==> src/rtl/uart_pkg.sv <==
// uart_pkg: receiver state encodings and parity-type constants
package uart_pkg;
    typedef enum logic [2:0] {IDLE, START, DATA, PARITY, STOP} state_e;
    localparam logic PAR_EVEN = 1'b0;
    localparam logic PAR_ODD  = 1'b1;
endpackage

==> src/rtl/uart_receiver_fsm_if.sv <==
// uart_receiver_fsm_if: serial line, frame options and received-word results
interface uart_receiver_fsm_if #(parameter int DATA_WIDTH = 8);
    logic rx_in, par_en, par_typ;
    logic [DATA_WIDTH-1:0] data_out;
    logic data_valid, par_err, stp_err, busy;
    modport master(output rx_in, par_en, par_typ, input data_out, data_valid, par_err, stp_err, busy);
    modport slave(input rx_in, par_en, par_typ, output data_out, data_valid, par_err, stp_err, busy);
endinterface

==> src/rtl/uart_rx_sampler.sv <==
// uart_rx_sampler: per-bit sample counter with 2-of-3 majority vote around mid-bit
module uart_rx_sampler #(parameter int PRESCALE = 8) (
    input  logic clk,
    input  logic reset,
    input  logic rx_in,
    input  logic run,
    output logic bit_value,
    output logic vote_strobe,
    output logic bit_end
);
    localparam int CW = $clog2(PRESCALE);
    logic [CW-1:0] cnt_q, cnt_d;
    logic [1:0] samp_q, samp_d;
    logic vote_q, vote_d, maj;
    always_comb begin
        maj         = (samp_q[0] & samp_q[1]) | (samp_q[0] & rx_in) | (samp_q[1] & rx_in);
        vote_strobe = cnt_q == CW'(PRESCALE / 2 + 1);
        bit_end     = cnt_q == CW'(PRESCALE - 1);
        bit_value   = vote_strobe ? maj : vote_q;
        samp_d[0]   = cnt_q == CW'(PRESCALE / 2 - 1) ? rx_in : samp_q[0];
        samp_d[1]   = cnt_q == CW'(PRESCALE / 2) ? rx_in : samp_q[1];
        vote_d      = bit_value;
    end
    assign cnt_d = (!run || bit_end) ? '0 : cnt_q + 1'b1;
    always_ff @(posedge clk) begin
        if (reset) begin
            cnt_q  <= '0;
            samp_q <= '0;
            vote_q <= 1'b0;
        end else begin
            cnt_q  <= cnt_d;
            samp_q <= samp_d;
            vote_q <= vote_d;
        end
    end
endmodule

==> src/rtl/uart_receiver_fsm.sv <==
// uart_receiver_fsm: oversampled UART receive FSM with optional parity and stop-bit checking
module uart_receiver_fsm
    import uart_pkg::*;
#(
    parameter int DATA_WIDTH = 8,
    parameter int PRESCALE   = 8
) (
    input logic clk,
    input logic reset,
    uart_receiver_fsm_if.slave u
);
    localparam int IW = DATA_WIDTH > 1 ? $clog2(DATA_WIDTH) : 1;
    state_e state_q, state_d;
    logic [IW-1:0] idx_q, idx_d;
    logic [DATA_WIDTH-1:0] sr_q, sr_d, data_q, data_d;
    logic pen_q, pen_d, ptyp_q, ptyp_d, pbad_q, pbad_d;
    logic dv_q, dv_d, pe_q, pe_d, se_q, se_d;
    logic bit_value, vote_strobe, bit_end;
    uart_rx_sampler #(.PRESCALE(PRESCALE)) sampler (
        .clk(clk),
        .reset(reset),
        .rx_in(u.rx_in),
        .run(state_d != IDLE),
        .bit_value(bit_value),
        .vote_strobe(vote_strobe),
        .bit_end(bit_end)
    );
    always_comb begin
        state_d = state_q;
        idx_d   = idx_q;
        sr_d    = sr_q;
        data_d  = data_q;
        pen_d   = pen_q;
        ptyp_d  = ptyp_q;
        pbad_d  = pbad_q;
        dv_d    = 1'b0;
        pe_d    = 1'b0;
        se_d    = 1'b0;
        case (state_q)
            IDLE: if (!u.rx_in) begin
                state_d = START;
                pen_d   = u.par_en;
                ptyp_d  = u.par_typ;
                pbad_d  = 1'b0;
                idx_d   = '0;
            end
            START: if (bit_end) state_d = bit_value ? IDLE : DATA;
            DATA: if (bit_end) begin
                sr_d[idx_q] = bit_value;
                idx_d       = idx_q + 1'b1;
                if (idx_q == IW'(DATA_WIDTH - 1)) state_d = pen_q ? PARITY : STOP;
            end
            PARITY: if (bit_end) begin
                pbad_d  = bit_value != (^sr_q ^ (ptyp_q == PAR_ODD));
                state_d = STOP;
            end
            STOP: if (vote_strobe) begin
                state_d = IDLE;
                dv_d    = bit_value & ~pbad_q;
                pe_d    = pbad_q;
                se_d    = ~bit_value;
                data_d  = dv_d ? sr_q : data_q;
            end
            default: state_d = IDLE;
        endcase
    end
    always_ff @(posedge clk) begin
        if (reset) begin
            state_q <= IDLE;
            idx_q   <= '0;
            sr_q    <= '0;
            data_q  <= '0;
            pen_q   <= 1'b0;
            ptyp_q  <= 1'b0;
            pbad_q  <= 1'b0;
            dv_q    <= 1'b0;
            pe_q    <= 1'b0;
            se_q    <= 1'b0;
        end else begin
            state_q <= state_d;
            idx_q   <= idx_d;
            sr_q    <= sr_d;
            data_q  <= data_d;
            pen_q   <= pen_d;
            ptyp_q  <= ptyp_d;
            pbad_q  <= pbad_d;
            dv_q    <= dv_d;
            pe_q    <= pe_d;
            se_q    <= se_d;
        end
    end
    assign u.data_out   = data_q;
    assign u.data_valid = dv_q;
    assign u.par_err    = pe_q;
    assign u.stp_err    = se_q;
    assign u.busy       = state_q != IDLE;
endmodule

==> src/flat_wrapper.sv <==
// flat-port wrapper written by rule: the top's interface ports become plain ports
module uart_receiver_fsm_flat import uart_pkg::*;
#(
    parameter int DATA_WIDTH = 8,
    parameter int PRESCALE   = 8
)
  (clk, reset, u_rx_in, u_par_en, u_par_typ, u_data_out, u_data_valid, u_par_err, u_stp_err, u_busy);
  uart_receiver_fsm_if #(.DATA_WIDTH(DATA_WIDTH)) u_i ();
  input logic clk;
  input logic reset;
  input wire logic [$bits(u_i.rx_in)-1:0] u_rx_in;
  input wire logic [$bits(u_i.par_en)-1:0] u_par_en;
  input wire logic [$bits(u_i.par_typ)-1:0] u_par_typ;
  output wire logic [$bits(u_i.data_out)-1:0] u_data_out;
  output wire logic [$bits(u_i.data_valid)-1:0] u_data_valid;
  output wire logic [$bits(u_i.par_err)-1:0] u_par_err;
  output wire logic [$bits(u_i.stp_err)-1:0] u_stp_err;
  output wire logic [$bits(u_i.busy)-1:0] u_busy;
  assign u_i.rx_in = u_rx_in;
  assign u_i.par_en = u_par_en;
  assign u_i.par_typ = u_par_typ;
  assign u_data_out = u_i.data_out;
  assign u_data_valid = u_i.data_valid;
  assign u_par_err = u_i.par_err;
  assign u_stp_err = u_i.stp_err;
  assign u_busy = u_i.busy;
  uart_receiver_fsm #(.DATA_WIDTH(DATA_WIDTH), .PRESCALE(PRESCALE)) u_core (.clk(clk), .reset(reset), .u(u_i));
endmodule
==> config.mk <==
export PLATFORM = sky130hd
export DESIGN_NAME = uart_receiver_fsm_flat
export DESIGN_NICKNAME = d
export VERILOG_FILES = /design/src/rtl/uart_pkg.sv /design/src/rtl/uart_receiver_fsm_if.sv /design/src/rtl/uart_rx_sampler.sv /design/src/rtl/uart_receiver_fsm.sv /design/src/flat_wrapper.sv
export SDC_FILE = /design/constraint.sdc
export NUM_CORES = 1
export LEC_CHECK = 0
export BUFFER_PORTS_ARGS = -buffer_cell sky130_fd_sc_hd__buf_4
export CAP_MARGIN = 20
export CORE_MARGIN = 2
export CORE_UTILIZATION = 50
export DETAILED_ROUTE_END_ITERATION = 8
export PLACE_DENSITY = 0.82
export SLEW_MARGIN = 20
export SYNTH_ARGS = -nofsm -noshare
export SYNTH_HDL_FRONTEND = slang
export SYNTH_SLANG_ARGS = --single-unit
==> constraint.sdc <==
create_clock -name clk -period 1.56 [get_ports clk]
set_input_delay 0.078 -clock clk [delete_from_list [all_inputs] [get_ports clk]]
set_output_delay 0.078 -clock clk [all_outputs]
set_load 0.005 [all_outputs]
==> results_dict.tcl, run 1 <==
set metrics [dict create \
    status "complete, but fails checks" \
    violations "setup timing" \
    synthDominantCellAreaShare_pct 42.7 \
    period_needed_ps 1700 \
    core_area_um2 3050 \
    grt_max_degree 36 \
    clk_pin_slew_ps 100 \
    drv_slew 0 \
    worstSetupPathType "reg -> reg" \
    grt_antenna_before_repair 0 \
    critPathBufInv 0 \
    total_power_mw 1.48 \
    yosysTopAreaCell "dfxtp_1" \
    placementRows 20 \
    p_leak_nw 0.977 \
    place_ws_ps -246 \
    start_kind "flip-flop" \
    slowest_stage "dfxtp_4" \
    track_usage_pct 24.7 \
    io_pins 17 \
    cts_buffer_depth 2 \
    finalHoldViolations 0 \
    rsz0062_at_grt "true" \
    grt_pass1_wl_um 6430 \
    slew_headroom_pct 71.6 \
    fin_ws_ps -141 \
    syn_nets 175 \
    yosys_warnings 0 \
    cp-end-kind "flip-flop" \
    power_density_nw_per_um2 650 \
    cts_root_buffer "clkbuf_4" \
    portBuffers 16 \
    crit_family "compound AO/OA/AOI/OAI gates" \
    drc_errors 0 \
    wl_per_cell_um 17.0 \
    cts_tree "done" \
    path_max_fanout 6 \
    die_area_um2 3660 \
    place.gp.congestion 0.817 \
    slowest_delay_ps 390 \
    die_h_um 60.5 \
    worstPathCellList "ha_4 -> ha_4 -> and3b_2 -> o21a_1 -> a211oi_2 -> a2111oi_1" \
    syn_area_per_cell_um2 9.79 \
    die_x_um 60.5 \
    p_seq_share_pct 61.1 \
    max_cap_violations 0 \
    crit_required_ps 1760 \
    netlist_area_um2 1600 \
    avgViaCountPerCell 5.38 \
    cp_data_arrival_time_ps 1900 \
    ys_seq_area_share_pct 42.7 \
    via_count 1361 \
    fillers 208 \
    numCtsBuffers 5 \
    drt-pass1-iter-count 4 \
    internal_power_mw 1.12 \
    cp_common_cell "ha_4" \
    synth_cell_types 43 \
    initial_core_util_pct 52.3 \
    yosys_register_bits 34 \
    nets 221 \
    clkSinkCount 34 \
    synthToLayoutAreaGrowth_pct 42.4 \
    worst_pin_slew_ps 423 \
    drive_above_1_share_pct 44.0 \
    diodes 0 \
    place_hpwl_um 2570 \
    drt_wl_total_um 4300 \
    final_antenna_net_count 0 \
    swShare_pct 24.5 \
    synth_area_leaders "dfxtp_1 43%, mux2i_1 12%, nor2_1 6.6%" \
    clockPowerShare_pct 30.0 \
    synthesis.instances 163 \
    post-route-period-util_pct 109 \
    holdCritPathClass "in -> reg" \
    setup_viol 15 \
    clock.fmax_ghz 0.588 \
    grt-ovfl-total 0 \
    htreeDepth 2 \
    p_comb_share_pct 8.9 \
    ir_drop_mv 0.629 \
    p_sw_mw 0.363 \
    first_global_vias 1369 \
    dr.first_iter.drc_count 59 \
    clock_latency_ps 330 \
    fin_skew_ps 8.02 \
]
[per-layer routing]
layer	wire length, um	GRT usage (%)	vias up
met4	76	11.5	0
met3	145	6.82	6
met5	0	0	-
li1	-	-	657
met2	2230	42.5	37
met1	1850	28.5	661
[cell type report]
cell class                 count  area (um^2)  area share, %
timing repair buffer          50          404           17.8
tap                           44         55.1           2.42
multi-input combinational    113         1050           46.4
inverter                       5         18.8          0.826
clock buffer                   7         45.0           1.98
sequential                    34          694           30.6
[repair_timing]
item                                    in CTS  in global routing
setup buffers                                6                  6
endpoints found under the hold margin        2                  0
hold buffers                                 2                  0
gates resized for setup                     30                 14
endpoints found under the setup margin      18                 24
pin swaps                                    9                 11
cloned                                       0                  0
[cell usage after synthesis]
cell	number
a2111oi_1	3
a211oi_1	1
a211oi_2	1
a21boi_0	1
a21o_1	1
a21oi_1	3
a21oi_2	1
a22oi_1	2
a31oi_1	1
and2_1	1
and3b_1	1
buf_2	2
clkbuf_1	9
dfxtp_1	34
ha_1	7
inv_1	5
maj3_2	1
mux2i_1	19
nand2_1	8
nand2b_1	1
nand3_1	2
nand4_1	1
nand4b_1	3
nand4bb_1	1
nor2_1	28
nor2b_1	2
nor3_1	2
nor3b_1	1
nor3b_2	1
nor4_1	1
nor4_2	1
nor4b_1	1
nor4b_2	1
nor4bb_1	1
o211ai_1	2
o21a_1	1
o21ai_0	1
o31ai_1	1
or3_1	2
or4bb_1	1
xnor2_1	3
xnor3_1	2
xor2_1	2
[power groups by stage]
| stage | clock [mW] | combinational, mW | sequential, mW |
|---|---|---|---|
| after floorplan | 0 | 0.0621 | 0.905 |
| after global placement | 0 | 0.0862 | 0.911 |
| after detailed placement | 0 | 0.0907 | 0.914 |
| after CTS | 0.463 | 0.116 | 0.899 |
| after global routing | 0.487 | 0.142 | 0.904 |
| final | 0.443 | 0.132 | 0.902 |
[placed cells by master, fill, tap and decap left out, drive strengths merged, types with 2 or more instances in the layout]
cell type     n
nand4b        3
or3           2
xnor2         3
nor4          2
nor3b         2
inv           5
a22oi         2
xor2          2
xnor3         2
o211ai        2
nand3         2
nand2         8
nor2         28
buf          48
dfxtp        34
a211oi        2
nor4b         2
a2111oi       3
clkbuf        7
mux2i        19
a21oi         4
nor3          2
nor2b         2
ha            7
dlygate4sd3   2
[worst paths after layout]
kind | startpoint | endpoint | slack, ps | depth (start not counted)
max | u_core.sampler.cnt_q[0] | u_core.sampler.cnt_q[1] | -140 | 6
max reg2reg | u_core.sampler.cnt_q[0] | u_core.sampler.cnt_q[1] | -140 | 6
min reg2reg | u_core.sampler.samp_q[1] | u_core.sampler.samp_q[1] | 470 | 2
min | u_rx_in | u_core.sampler.samp_q[0] | 30 | 3
[sequential cells by signal, summed over array words and instances, names as in the netlist, 2 cells and up]
signal	flops
u_core.idx_q	3
u_core.sampler.cnt_q	3
u_core.sampler.samp_q	2
u_core.sr_q	8
u_core.state_q	3
u_core.u.data_out	8
[per-stage QoR]
stage          utilization, %  hold WS (ps)  TNS [ps]  area [um^2]  instances
2_1_floorplan               -           225         0         1630        163
3_3_place_gp             63.4           316      -612         1930        233
3_5_place_dp             63.4           328     -2400         1930        233
4_1_cts                  70.9          9.30      -410         2160        247
5_1_grt                  74.4          44.4     -2890         2270        253
6_report                 74.4          26.4     -1100         2270        253
[tightest hold or removal path, stage by stage]
cell and delay, ps:
buf_4 110, mux2i_1 70, nor2_1 70
[kinds of logic after synthesis]
group | after synthesis | share of synthesized area, %
and+or+nand+nor | 60 | 20.6
DFF | 34 | 42.7
AOI/OAI and AO/OA | 19 | 9.10
muxes | 19 | 11.9
buffers and inverters | 16 | 3.92
adders and majority gates | 8 | 6.20
xor gates and xnor gates | 7 | 5.57
No activity file was read; power rests on OpenSTA's default activity.
==> run 2, diff against run 1 <==
--- a/config.mk
+++ b/config.mk
@@ -10,7 +10,7 @@
 export CORE_MARGIN = 2
 export CORE_UTILIZATION = 50
 export DETAILED_ROUTE_END_ITERATION = 8
-export PLACE_DENSITY = 0.82
+export PLACE_DENSITY_LB_ADDON = 0.12
 export SLEW_MARGIN = 20
 export SYNTH_ARGS = -nofsm -noshare
 export SYNTH_HDL_FRONTEND = slang
==> run 2 against run 1 <==
The run still ends with setup timing left; design area shrank 3.1%; clock-buffer cell count shrank 1; via count is 4.0% lower; critical endpoint is now u_core.sampler.cnt_q[2].
==> results_dict.tcl, run 2 (synthesis results as in run 1) <==
set metrics [dict create \
    setup_viol 15 \
    grt_antenna_before_repair 0 \
    rsz0062_at_grt "true" \
    numCtsBuffers 5 \
    placementRows 20 \
    cts_buffer_depth 2 \
    final_antenna_net_count 0 \
    cts_tree "done" \
    core_area_um2 3050 \
    p_leak_nw 0.948 \
    synthToLayoutAreaGrowth_pct 38.0 \
    grt_pass1_wl_um 5940 \
    violations "setup timing" \
    htreeDepth 2 \
    internal_power_mw 1.15 \
    cp-end-kind "flip-flop" \
    start_kind "flip-flop" \
    dp.cells 236 \
    nets 217 \
    die_area_um2 3660 \
    wl_per_cell_um 14.2 \
    power_density_nw_per_um2 695 \
    multiInputGateArea_um2 1010 \
    grt_max_degree 36 \
    fillers 237 \
    worstSetupPathType "reg -> reg" \
    status "complete, but fails checks" \
    place.gp.congestion 0.829 \
    clockPowerShare_pct 33.9 \
    postLayoutCellArea_um2 2200 \
    avgViaCountPerCell 5.22 \
    drt-pass1-iter-count 6 \
    regArea_um2 697 \
    layout_common_cells "42 x buf_4, 27 x nor2_1, 25 x dfxtp_1, 19 x mux2i_1, 8 x nand2_1" \
    p_comb_share_pct 7.6 \
    drv_slew 0 \
    place_hpwl_um 2370 \
    p_seq_share_pct 58.6 \
    path_max_fanout 4 \
    drc_errors 0 \
    clk_pin_slew_ps 110 \
    place_area_um2 1940 \
    layoutNonFillerInstCount 250 \
    dr.first_iter.drc_count 42 \
    die_h_um 60.5 \
    swShare_pct 24.6 \
    drive_above_1_share_pct 41.3 \
    drt_wl_total_um 3540 \
    fin_skew_ps 7.87 \
    initial_core_util_pct 52.3 \
    p_sw_mw 0.376 \
    cts_root_buffer "clkbuf_4" \
    fin_ws_ps -149 \
    ir_drop_mv 0.607 \
    die_x_um 60.5 \
    max_cap_violations 0 \
    clkSinkCount 34 \
    crit_required_ps 1790 \
    cp_data_arrival_time_ps 1940 \
    track_usage_pct 22.3 \
    clock_latency_ps 340 \
    first_global_vias 1309 \
    slew_headroom_pct 68.1 \
    portBuffers 16 \
    clock.fmax_ghz 0.585 \
    post-route-period-util_pct 110 \
    finalHoldViolations 0 \
    grt-ovfl-total 0 \
    worst_pin_slew_ps 476 \
    final_common_cell "buf_4" \
    diodes 0 \
    period_needed_ps 1710 \
    via_count 1306 \
    io_pins 17 \
    holdCritPathClass "in -> reg" \
]
run 2: cell types whose count changed in the layout (fill, tap and decap cells not counted), moves of 2 or more:
cell / before / now
a22oi_1: 0 / 2
a22oi_2: 2 / 0
buf_4: 44 / 42
clkbuf_1: 2 / 0
run 2: worst paths after layout:
kind / startpoint / end / slack [ps] / cells past startpoint
max: u_core.idx_q[0] / u_core.sampler.cnt_q[2] / -150 / 6
min: u_rx_in / u_core.sampler.samp_q[1] / 30 / 3
max reg2reg: u_core.idx_q[0] / u_core.sampler.cnt_q[2] / -150 / 6
min reg2reg: u_core.sampler.samp_q[1] / u_core.sampler.samp_q[1] / 490 / 2
run 2: power groups by stage:
stage | registers, mW | logic (mW) | clock network (mW)
2_1_floorplan | 0.905 | 0.0621 | 0
3_3_place_gp | 0.911 | 0.0873 | 0
3_5_place_dp | 0.913 | 0.0885 | 0
4_1_cts | 0.897 | 0.106 | 0.535
5_1_grt | 0.899 | 0.126 | 0.568
6_report | 0.897 | 0.116 | 0.518
run 2: final cells by class:
| class | instances | area share, % |
|---|---|---|
| sequential | 34 | 31.7 |
| clock buffer | 6 | 2.33 |
| clock inverter | 2 | 0.569 |
| multi-input combinational | 113 | 45.8 |
| tap | 44 | 2.50 |
| inverter | 5 | 0.853 |
| timing repair buffer | 46 | 16.3 |
run 2: worst max-delay path: stages (launching register included):
cell	delay, ps
dfxtp_4	370
ha_4	160
ha_4	150
nor2b_4	120
o211ai_1	160
o211ai_1	240
a2111oi_1	390
run 2: what timing repair did:
item	in CTS	in global routing
endpoints found under the hold margin	2	0
buffers inserted	4	1
gates resized for setup	26	11
pin swaps	12	11
hold buffers	2	0
endpoints found under the setup margin	25	25
run 2: through the flow:
stage	setup TNS, ps	setup WS [ps]	utilization (%)	power (mW)	hold WS (ps)
finish	-1110	-149	72.1	1.53	32.6
floorplan	0	7.24	-	0.967	225
global placement	-803	-98.1	63.7	0.998	315
detailed placement	-1880	-161	63.7	1.00	325
global route	-3050	-268	72.1	1.59	58.1
CTS	-636	-118	71.0	1.54	23.5
run 2: per-layer routing:
metal  up-vias  track usage, %  share of wire, %
met5         -               0                 0
met4         0            9.01               1.4
met3         6            5.97               3.4
met2        21            38.5                51
met1       621            26.5                44
li1        658               -                 -
